--- config.mk ---
export PLATFORM = sky130hd
export DESIGN_NAME = alu_output_ctrl_flat
export DESIGN_NICKNAME = d
export VERILOG_FILES = /design/src/rtl/alu_output_ctrl_pkg.sv /design/src/rtl/alu_output_ctrl_if.sv /design/src/rtl/alu_output_ctrl_hex_to_7seg.sv /design/src/rtl/alu_output_ctrl.sv /design/src/flat_wrapper.sv
export SDC_FILE = /design/constraint.sdc
export NUM_CORES = 1
export LEC_CHECK = 0
export CAP_MARGIN = 20
export CORE_MARGIN = 2
export CORE_UTILIZATION = 56
export CTS_BUF_LIST = sky130_fd_sc_hd__clkbuf_16
export DETAILED_ROUTE_END_ITERATION = 6
export DONT_BUFFER_PORTS = 1
export PLACE_DENSITY = 0.85
export SETUP_SLACK_MARGIN = 0.4
export SYNTH_ARGS = -nofsm -noshare
export SYNTH_HDL_FRONTEND = slang
export SYNTH_SLANG_ARGS = --single-unit
export TNS_END_PERCENT = 5
--- constraint.sdc ---
create_clock -name i_clock -period 2.15 [get_ports i_clock]
set_input_delay 0 -clock i_clock [delete_from_list [all_inputs] [get_ports i_clock]]
set_output_delay 0 -clock i_clock [all_outputs]
set_load 0.01 [all_outputs]
--- src/rtl/alu_output_ctrl_pkg.sv ---
// Shared definitions for the ALU board output side: default widths, segment
// patterns, scan states and the hex-to-segment table.
// Segment vectors are {g,f,e,d,c,b,a}, active-low.
package alu_output_ctrl_pkg;

  localparam int unsigned DEFAULT_N_RESULT = 8;
  localparam int unsigned MAG_W            = 12;
  localparam int unsigned SEG_W            = 7;

  localparam logic [SEG_W-1:0] SEG_BLANK = 7'b1111111;
  localparam logic [SEG_W-1:0] SEG_MINUS = 7'b0111111;

  typedef enum logic [1:0] {
    SCAN_D0 = 2'd0,
    SCAN_D1 = 2'd1,
    SCAN_D2 = 2'd2,
    SCAN_D3 = 2'd3
  } scan_state_e;

  // Hex digit to active-low segment pattern
  function automatic logic [SEG_W-1:0] hex_seg(input logic [3:0] nibble);
    logic [SEG_W-1:0] seg;
    case (nibble)
      4'h0: seg = 7'b1000000;
      4'h1: seg = 7'b1111001;
      4'h2: seg = 7'b0100100;
      4'h3: seg = 7'b0110000;
      4'h4: seg = 7'b0011001;
      4'h5: seg = 7'b0010010;
      4'h6: seg = 7'b0000010;
      4'h7: seg = 7'b1111000;
      4'h8: seg = 7'b0000000;
      4'h9: seg = 7'b0010000;
      4'hA: seg = 7'b0001000;
      4'hB: seg = 7'b0000011;
      4'hC: seg = 7'b1000110;
      4'hD: seg = 7'b0100001;
      4'hE: seg = 7'b0000110;
      default: seg = 7'b0001110;
    endcase
    return seg;
  endfunction

endpackage

--- src/rtl/alu_output_ctrl_if.sv ---
// Bus between the ALU result side and the board display pins.
// master: drives result/load/signed, observes led/an/seg/dp.
// slave : the output controller.
interface alu_output_ctrl_if
  import alu_output_ctrl_pkg::*;
#(
  parameter int unsigned N_RESULT = DEFAULT_N_RESULT,
  parameter int unsigned N_DIGITS = 4
);

  logic [N_RESULT-1:0] i_result;
  logic                i_load;
  logic                i_signed;
  logic [N_RESULT-1:0] o_led;
  logic [N_DIGITS-1:0] o_an;
  logic [SEG_W-1:0]    o_seg;
  logic                o_dp;

  modport master (
    output i_result, i_load, i_signed,
    input  o_led, o_an, o_seg, o_dp
  );

  modport slave (
    input  i_result, i_load, i_signed,
    output o_led, o_an, o_seg, o_dp
  );

endinterface

--- src/rtl/alu_output_ctrl_hex_to_7seg.sv ---
// Combinational digit encoder.
// Ports: nibble (hex value), blank (all segments off, highest priority),
// minus (segment g only), seg_c (active-low {g,f,e,d,c,b,a}).
module hex_to_7seg
  import alu_output_ctrl_pkg::*;
(
  input  logic [3:0]       nibble,
  input  logic             blank,
  input  logic             minus,
  output logic [SEG_W-1:0] seg_c
);

  always_comb begin
    seg_c = hex_seg(nibble);
    if (blank) begin
      seg_c = SEG_BLANK;
    end else if (minus) begin
      seg_c = SEG_MINUS;
    end
  end

endmodule

--- src/rtl/alu_output_ctrl.sv ---
// ALU board output controller: captures the ALU result on a load strobe,
// mirrors it on the LEDs and scans a 4-digit multiplexed 7-segment display
// (hex magnitude, leading '-' in signed mode).
// Ports: i_clock, i_reset (sync, active-high); bus (slave) carries
// i_result/i_load/i_signed in and o_led/o_an/o_seg/o_dp out.
module alu_output_ctrl
  import alu_output_ctrl_pkg::*;
#(
  parameter int unsigned N_RESULT    = DEFAULT_N_RESULT,
  parameter int unsigned REFRESH_DIV = 100000,
  parameter int unsigned N_DIGITS    = 4
) (
  input  logic              i_clock,
  input  logic              i_reset,
  alu_output_ctrl_if.slave  bus
);

  localparam int unsigned     CNT_W   = $clog2(REFRESH_DIV);
  localparam logic [CNT_W-1:0] CNT_MAX = CNT_W'(REFRESH_DIV - 1);

  logic [N_RESULT-1:0] r_result;
  logic                r_signed;
  logic [CNT_W-1:0]    refresh_cnt;
  scan_state_e         scan_state;
  logic [N_DIGITS-1:0] an_q;
  logic [SEG_W-1:0]    seg_q;

  logic                tick_c;
  logic                neg_c;
  logic [N_RESULT-1:0] mag_n_c;
  logic [MAG_W-1:0]    mag_c;
  logic [3:0]          nibble_c;
  logic                blank_c;
  logic                minus_c;
  logic [SEG_W-1:0]    seg_c;

  // Result capture; reset wins over a simultaneous load
  always_ff @(posedge i_clock) begin
    if (i_reset) begin
      r_result <= '0;
      r_signed <= 1'b0;
    end else if (bus.i_load) begin
      r_result <= bus.i_result;
      r_signed <= bus.i_signed;
    end
  end

  assign tick_c = (refresh_cnt == CNT_MAX);

  // Refresh counter and digit scan FSM (state == digit index)
  always_ff @(posedge i_clock) begin
    if (i_reset) begin
      refresh_cnt <= '0;
      scan_state  <= SCAN_D0;
    end else if (tick_c) begin
      refresh_cnt <= '0;
      case (scan_state)
        SCAN_D0: scan_state <= SCAN_D1;
        SCAN_D1: scan_state <= SCAN_D2;
        SCAN_D2: scan_state <= SCAN_D3;
        default: scan_state <= SCAN_D0;
      endcase
    end else begin
      refresh_cnt <= refresh_cnt + CNT_W'(1);
    end
  end

  // Magnitude in N_RESULT bits; most-negative value stays correct as unsigned
  assign neg_c   = r_signed & r_result[N_RESULT-1];
  assign mag_n_c = neg_c ? N_RESULT'(~r_result + 1'b1) : r_result;
  assign mag_c   = MAG_W'(mag_n_c);

  // Digit select; nibbles entirely above the result width are blanked
  always_comb begin
    nibble_c = '0;
    blank_c  = 1'b0;
    minus_c  = 1'b0;
    case (scan_state)
      SCAN_D0: nibble_c = mag_c[3:0];
      SCAN_D1: begin
        nibble_c = mag_c[7:4];
        blank_c  = (N_RESULT <= 4);
      end
      SCAN_D2: begin
        nibble_c = mag_c[11:8];
        blank_c  = (N_RESULT <= 8);
      end
      default: begin
        blank_c = ~neg_c;
        minus_c = neg_c;
      end
    endcase
  end

  hex_to_7seg u_hex_to_7seg (
    .nibble (nibble_c),
    .blank  (blank_c),
    .minus  (minus_c),
    .seg_c  (seg_c)
  );

  // Anode and segment registers update together to avoid ghosting
  always_ff @(posedge i_clock) begin
    if (i_reset) begin
      an_q  <= '1;
      seg_q <= SEG_BLANK;
    end else begin
      an_q  <= ~(N_DIGITS'(1) << scan_state);
      seg_q <= seg_c;
    end
  end

  assign bus.o_led = r_result;
  assign bus.o_an  = an_q;
  assign bus.o_seg = seg_q;
  assign bus.o_dp  = 1'b1;

endmodule

--- src/flat_wrapper.sv ---
// flat-port wrapper written by rule: the top's interface ports become plain ports
module alu_output_ctrl_flat import alu_output_ctrl_pkg::*;
#(
  parameter int unsigned N_RESULT    = DEFAULT_N_RESULT,
  parameter int unsigned REFRESH_DIV = 100000,
  parameter int unsigned N_DIGITS    = 4
)
  (i_clock, i_reset, bus_i_result, bus_i_load, bus_i_signed, bus_o_led, bus_o_an, bus_o_seg, bus_o_dp);
  alu_output_ctrl_if #(.N_RESULT(N_RESULT), .N_DIGITS(N_DIGITS)) bus_i ();
  input  logic i_clock;
  input  logic i_reset;
  input wire logic [$bits(bus_i.i_result)-1:0] bus_i_result;
  input wire logic [$bits(bus_i.i_load)-1:0] bus_i_load;
  input wire logic [$bits(bus_i.i_signed)-1:0] bus_i_signed;
  output wire logic [$bits(bus_i.o_led)-1:0] bus_o_led;
  output wire logic [$bits(bus_i.o_an)-1:0] bus_o_an;
  output wire logic [$bits(bus_i.o_seg)-1:0] bus_o_seg;
  output wire logic [$bits(bus_i.o_dp)-1:0] bus_o_dp;
  assign bus_i.i_result = bus_i_result;
  assign bus_i.i_load = bus_i_load;
  assign bus_i.i_signed = bus_i_signed;
  assign bus_o_led = bus_i.o_led;
  assign bus_o_an = bus_i.o_an;
  assign bus_o_seg = bus_i.o_seg;
  assign bus_o_dp = bus_i.o_dp;
  alu_output_ctrl #(.N_RESULT(N_RESULT), .REFRESH_DIV(REFRESH_DIV), .N_DIGITS(N_DIGITS)) u_core (.i_clock(i_clock), .i_reset(i_reset), .bus(bus_i));
endmodule
# Word level (Yosys, flattened, before mapping)
# Memories as Yosys holds them, arrays and structs flattened.
# Cells that the tools add are included.
[word_totals]
ff_bits = 39
rom_bits = 112
input_bits = 12
output_inout_bits = 20
wordCells = 30
n_memories = 1
[mem_list]
columns = ["name", "words", "width", "read_ports", "rd_ports_with_merged_regs", "wr", "line", "rtl"]
rows = [
  ["(name not given)", 16, 7, 1, 0, 0, "alu_output_ctrl_pkg.sv:23", "case (nibble)"],
]
[classes]
add_sub_neg = 2
n_eq_ne = 3
shifts = 1
muxes = 6
bitwise_logic = 4
n_reduce_logical = 6
[ops]
columns = ["operator", "n"]
rows = [
  ["$add A17 B1 Y17 const B", 1],
  ["$eq A17 B17 Y1 const B", 1],
  ["$add A8 B1 Y8 const B", 1],
  ["$mux W8", 1],
  ["$not A8 Y8", 1],
  ["$pmux W4 S2", 1],
  ["$mux W7", 1],
  ["$pmux W2 S3", 1],
  ["$reduce_or A2 Y1", 3],
  ["$reduce_or A3 Y1", 2],
  ["$not A4 Y4", 1],
  ["$shl A1 B2 Y4 const A", 1],
  ["$eq A2 B1 Y1 const B", 1],
  ["$eq A2 B2 Y1 const B", 1],
  ["$logic_not A2 Y1", 1],
  ["$pmux W1 S2", 1],
  ["$and A1 B1 Y1", 1],
  ["$mux W1", 1],
  ["$not A1 Y1", 1],
]

# Longest topological paths before layout
# An unclocked memory read counts as a cell.
[logic_depth]
word_depth = 6
ltp_mapped = 11
depth_no_buf = 11

# Hierarchy
# From an unflattened synthesis, not the netlist that was laid out.
[unflattened]
cells_unflattened = 223
area_unflattened_um2 = 2068.2
[by_module_without_submodules]
columns = ["mod", "n_inst", "cells_per_inst", "area_per_inst_um2", "seq_area_each_um2"]
rows = [
  ["alu_output_ctrl", 1, 185, 1746.7, 780.7],
  ["hex_to_7seg", 1, 38, 321.6, 0.0],
]

# Least setup slack after synthesis
# No wires, ideal clock.
[synth_path]
path_type = "register to register"
start = "register u_core.r_result[0] (netlist: u_core.bus.o_led[0])"
end = "register u_core.seg_q[6] (netlist: u_core.bus.o_seg[6])"
setup_time_ps = 114
arrival_time_ps = 2160
t_required_ps = 2036
slack_ps = -124
path_stages_with_launch = 12
n_path_buf = 0
period_less_slack_ps = 2274
cell_sequence = "dfxtp_1 -> inv_1 -> ha_1 -> nor3b_2 -> nor2_1 -> xor2_1 -> a22oi_1 -> inv_1 -> ha_1 -> mux2i_1 -> o21ai_1 -> a21o_1"
[synth_between]
elab_chain_len = 6
[synth_rtl]
columns = ["element", "line", "rtl"]
rows = [
  ["start, declared", "alu_output_ctrl.sv:21", "logic [N_RESULT-1:0] r_result;"],
  ["start signal, assigned", "alu_output_ctrl.sv:43", "r_result <= bus.i_result;"],
  ["$not A8 Y8", "alu_output_ctrl.sv:70", "assign mag_n_c = neg_c ? N_RESULT'(~r_result + 1'b1) : r_result;"],
  ["$add A8 B1 Y8", "alu_output_ctrl.sv:70", ""],
  ["$mux W8 *", "alu_output_ctrl.sv:70", ""],
  ["$pmux W4 S2 *", "alu_output_ctrl.sv:78", "case (scan_state)"],
  ["$mem_v2 Z16 W7 *", "-", ""],
  ["$mux W7 *", "alu_output_ctrl_hex_to_7seg.sv:17", "end else if (minus) begin"],
  ["end signal, assigned", "alu_output_ctrl.sv:109", "seg_q <= seg_c;"],
  ["end, declared", "alu_output_ctrl.sv:26", "logic [SEG_W-1:0] seg_q;"],
]
# Every way passes the cells marked *; elsewhere a longest branch is shown, timed or not.
# A chain may end at the register's enable or synchronous reset.

# Worst setup path in the final report
[layout_path]
start = "register u_core.r_result[1] (netlist: u_core.bus.o_led[1])"
end = "register u_core.seg_q[3] (netlist: u_core.bus.o_seg[3])"
[layout_between]
elab_chain_len = 5
[layout_rtl]
columns = ["element", "line"]
rows = [
  ["$not A8 Y8", "alu_output_ctrl.sv:70"],
  ["$add A8 B1 Y8", "alu_output_ctrl.sv:70"],
  ["$mux W8 *", "alu_output_ctrl.sv:70"],
  ["$pmux W4 S2 *", "alu_output_ctrl.sv:78"],
  ["$mem_v2 Z16 W7 *", "-"],
]
# Marks and branches as above.

==> flow_summary.ini <==
[outcome]
outcome = finished, final reports clean

[clocking]
tritoncts = done
cts-root-buf = clkbuf_16
h-tree-depth = 2
clk_pin_slew_ps = 50
cts_buffers = 5
clkSinkCount = 39
clock_latency_ps = 280
cts.path.max_buffers = 2

[power_and_ir_drop]
p_total_mw = 1.701
peakVddDrop_mv = 0.5793
switching_share = 0.2388
p_per_area_nw_per_um2 = 660.7
combPwrFrac = 0.136
p_int_mw = 1.294
p_sw_uw = 406.2
p_leak_nw = 1.057
clockPowerShare = 0.401
power_frac_seq = 0.463

[synth]
yosys.cell_types.count = 48
synth-simple-area-share = 0.2187
synth_top_area_share = 0.3910
synth_edf_count = 0
ys_warn_count = 0
ys_ff_latch = 39
synthesis.nets = 241
synthAdderAreaFrac = 0.07519
synth-async-reset-ratio = 0
synth_top_family_by_area = simple AND/OR/NAND/NOR gates
synth_xor_xnor_area_share = 0.08333
synth-compound-area-share = 0.1122
syn_inst = 217
netlist_top_cells_area = dfxtp_1, ha_1, nor2_1, mux2i_1, xor2_1
ys.flop_type = dfxtp_1
synth_area_per_cell_um2 = 9.202
synth_mux_area_frac = 0.07080
netlist_area_um2 = 1997
synth.largest_area_cell = dfxtp_1
yosysSeqAreaShare = 0.3910

[flow_run]
cap_violations = 0

[cells_and_area]
final_nets = 277
multi_input_area_um2 = 1199
fillers = 211
final_core_util = 0.7593
area_growth_pct = 28.88
drive_gt1_frac = 0.2126
fin_area_um2 = 2574
insertedDiodeCount = 0
ff_latch_area_um2 = 790.8

[detailed_routing]
drtIter0Drc = 92
avgRoutedWirePerCell_um = 14.94
drt_pre_antenna_iters = 4
vias_per_cell = 5.490
via_count = 1647
drc = 0
drt_wl_total_um = 4483
antenna_left = 0

[grt]
grt_pass1_vias = 1605
grt_max_degree = 18
antenna_found_initial = 0
grt.overflow.total = 0
track_usage = 0.2346
grt_pass1_wl_um = 7348

[die]
die-area_um2 = 4060
die_h_um = 63.72
core_um2 = 3390
num_io_pins = 32
initial_core_util = 0.5891
rows = 21
die_w_um = 63.72

[timing]
finClkSkew_ps = 3.525
period_share = 0.9720
slew_violations = 0
finalHoldViolCount = 0
period_minus_slack_ps = 2090
finalSetupViolCount = 0
tightest_slew_ps = 636.3
slew_headroom = 0.5744
rsz0062_at_grt = true
fmax_ghz = 0.4785
setup-tns-final_ps = 0

[placement]
placed_area_um2 = 2147
port_buffers = 0
dpl.hpwl_um = 2614
gp_congestion = 0.9484

[setup_path]
worstSetupEndpointType = register
critical_path_class = reg2reg
crit_path_start_kind = register
cp_data_required_time_ps = 2380
arrival_ps = 2320
path_max_fanout = 3

[hold_path]
hp-class = in2reg
-- final timing paths --
path | from | cells after the start | to | slack, ps
max | u_core.bus.o_led[1] | 10 | u_core.bus.o_seg[3] | 60
min | i_reset | 3 | u_core.refresh_cnt[1] | 80
max reg2reg | u_core.bus.o_led[1] | 10 | u_core.bus.o_seg[3] | 60
min reg2reg | u_core.refresh_cnt[0] | 1 | u_core.refresh_cnt[0] | 480
-- kinds of logic (layout without fill, tap and decap cells) --
group | count (synthesis) | in the layout
simple gates | 87 | 87
flops | 39 | 39
compound gates | 26 | 26
xor+xnor | 19 | 19
buf+inv | 19 | 56
mux | 14 | 14
fa+ha+maj | 12 | 12
other cells | 1 | 1
-- worst max-delay path, stage by stage, from the launching register on --
cell and delay (ps):
dfxtp_4 340, inv_2 90, ha_4 210, and3_4 160, o21a_1 150, and4bb_2 360
inv_4 70, ha_4 260, mux2i_1 60, mux2_4 260, nand2_1 50
-- cell usage in the layout, fill, tap and decap left out, drive strengths merged, types with 2 or more instances in the layout --
| cell type | synthesis | final |
|---|---|---|
| nor2 | 39 | 39 |
| dfxtp | 39 | 39 |
| dlygate4sd3 | 0 | 19 |
| buf | 6 | 19 |
| mux2i | 13 | 13 |
| inv | 10 | 12 |
| ha | 12 | 12 |
| nand3 | 11 | 11 |
| xor2 | 11 | 11 |
| nand2 | 9 | 9 |
| xnor2 | 8 | 8 |
| nand2b | 5 | 5 |
| clkbuf | 3 | 5 |
| o21ai | 5 | 5 |
| nand4 | 4 | 4 |
| nor3 | 4 | 4 |
| and3 | 4 | 4 |
| and4 | 3 | 3 |
| o211ai | 3 | 3 |
| a211o | 3 | 3 |
| a21oi | 2 | 2 |
| nor2b | 2 | 2 |
| a21o | 2 | 2 |
-- sequential cells by signal (all words and copies together), names as in the netlist --
register and cells:
u_core.scan_state 2, u_core.refresh_cnt 17, u_core.bus.o_an 4, u_core.r_signed 1
u_core.bus.o_led 8, u_core.bus.o_seg 7
-- cell usage after synthesis (2+ instances only) --
cell,instances
dfxtp_1,39
nor2_1,38
mux2i_1,13
ha_1,12
nand3_1,11
xor2_1,11
inv_1,8
nand2_1,8
xnor2_1,8
nand2b_1,5
and3_1,4
nand4_1,4
nor3_1,4
a211o_1,3
and4_1,3
buf_2,3
clkbuf_1,3
o211ai_1,3
o21ai_1,3
a21o_1,2
a21oi_1,2
buf_6,2
inv_2,2
nor2b_1,2
-- timing repair --
item	CTS	global route
endpoints found under the setup margin	7	23
setup buffers	0	3
hold endpoints to repair	17	0
resized for setup	8	9
hold buffers	19	0
pin swaps	4	5
-- power by group through the flow --
stage | combinational, mW | sequential, mW | clock (mW)
after floorplan | 0.127 | 0.800 | 0
after global placement | 0.156 | 0.798 | 0
after detailed placement | 0.161 | 0.799 | 0
after CTS | 0.203 | 0.784 | 0.695
after global routing | 0.249 | 0.789 | 0.722
final | 0.231 | 0.787 | 0.683
-- metal layers --
layer	wire length, um	global-route usage	share of wire	vias up
li1	-	-	-	812
met1	1785	0.2600	0.40	780
met2	2397	0.4303	0.53	43
met3	183	0.04464	0.041	12
met4	116	0.1033	0.026	0
met5	0	0	0	-
-- per-stage QoR --
step / hold WS, ps / worst slack [ps] / instances
finish: 84.73 / 60.29 / 300
global route: 138.0 / 2.505 / 300
CTS: 93.82 / 118.0 / 297
detailed placement: 68.90 / 60.80 / 270
global placement: 65.90 / 117.2 / 270
floorplan: 146.3 / 81.60 / 217
-- area by class of cell --
| type | instances | share of cell area |
|---|---|---|
| multi-input cells | 159 | 0.4657 |
| repair buffers | 38 | 0.1356 |
| clock buffers | 5 | 0.04861 |
| flip-flops and latches | 39 | 0.3072 |
| well taps | 46 | 0.02236 |
| clock inverters | 3 | 0.004861 |
| inverters | 10 | 0.01556 |
Power figures use the tool's default switching activity.
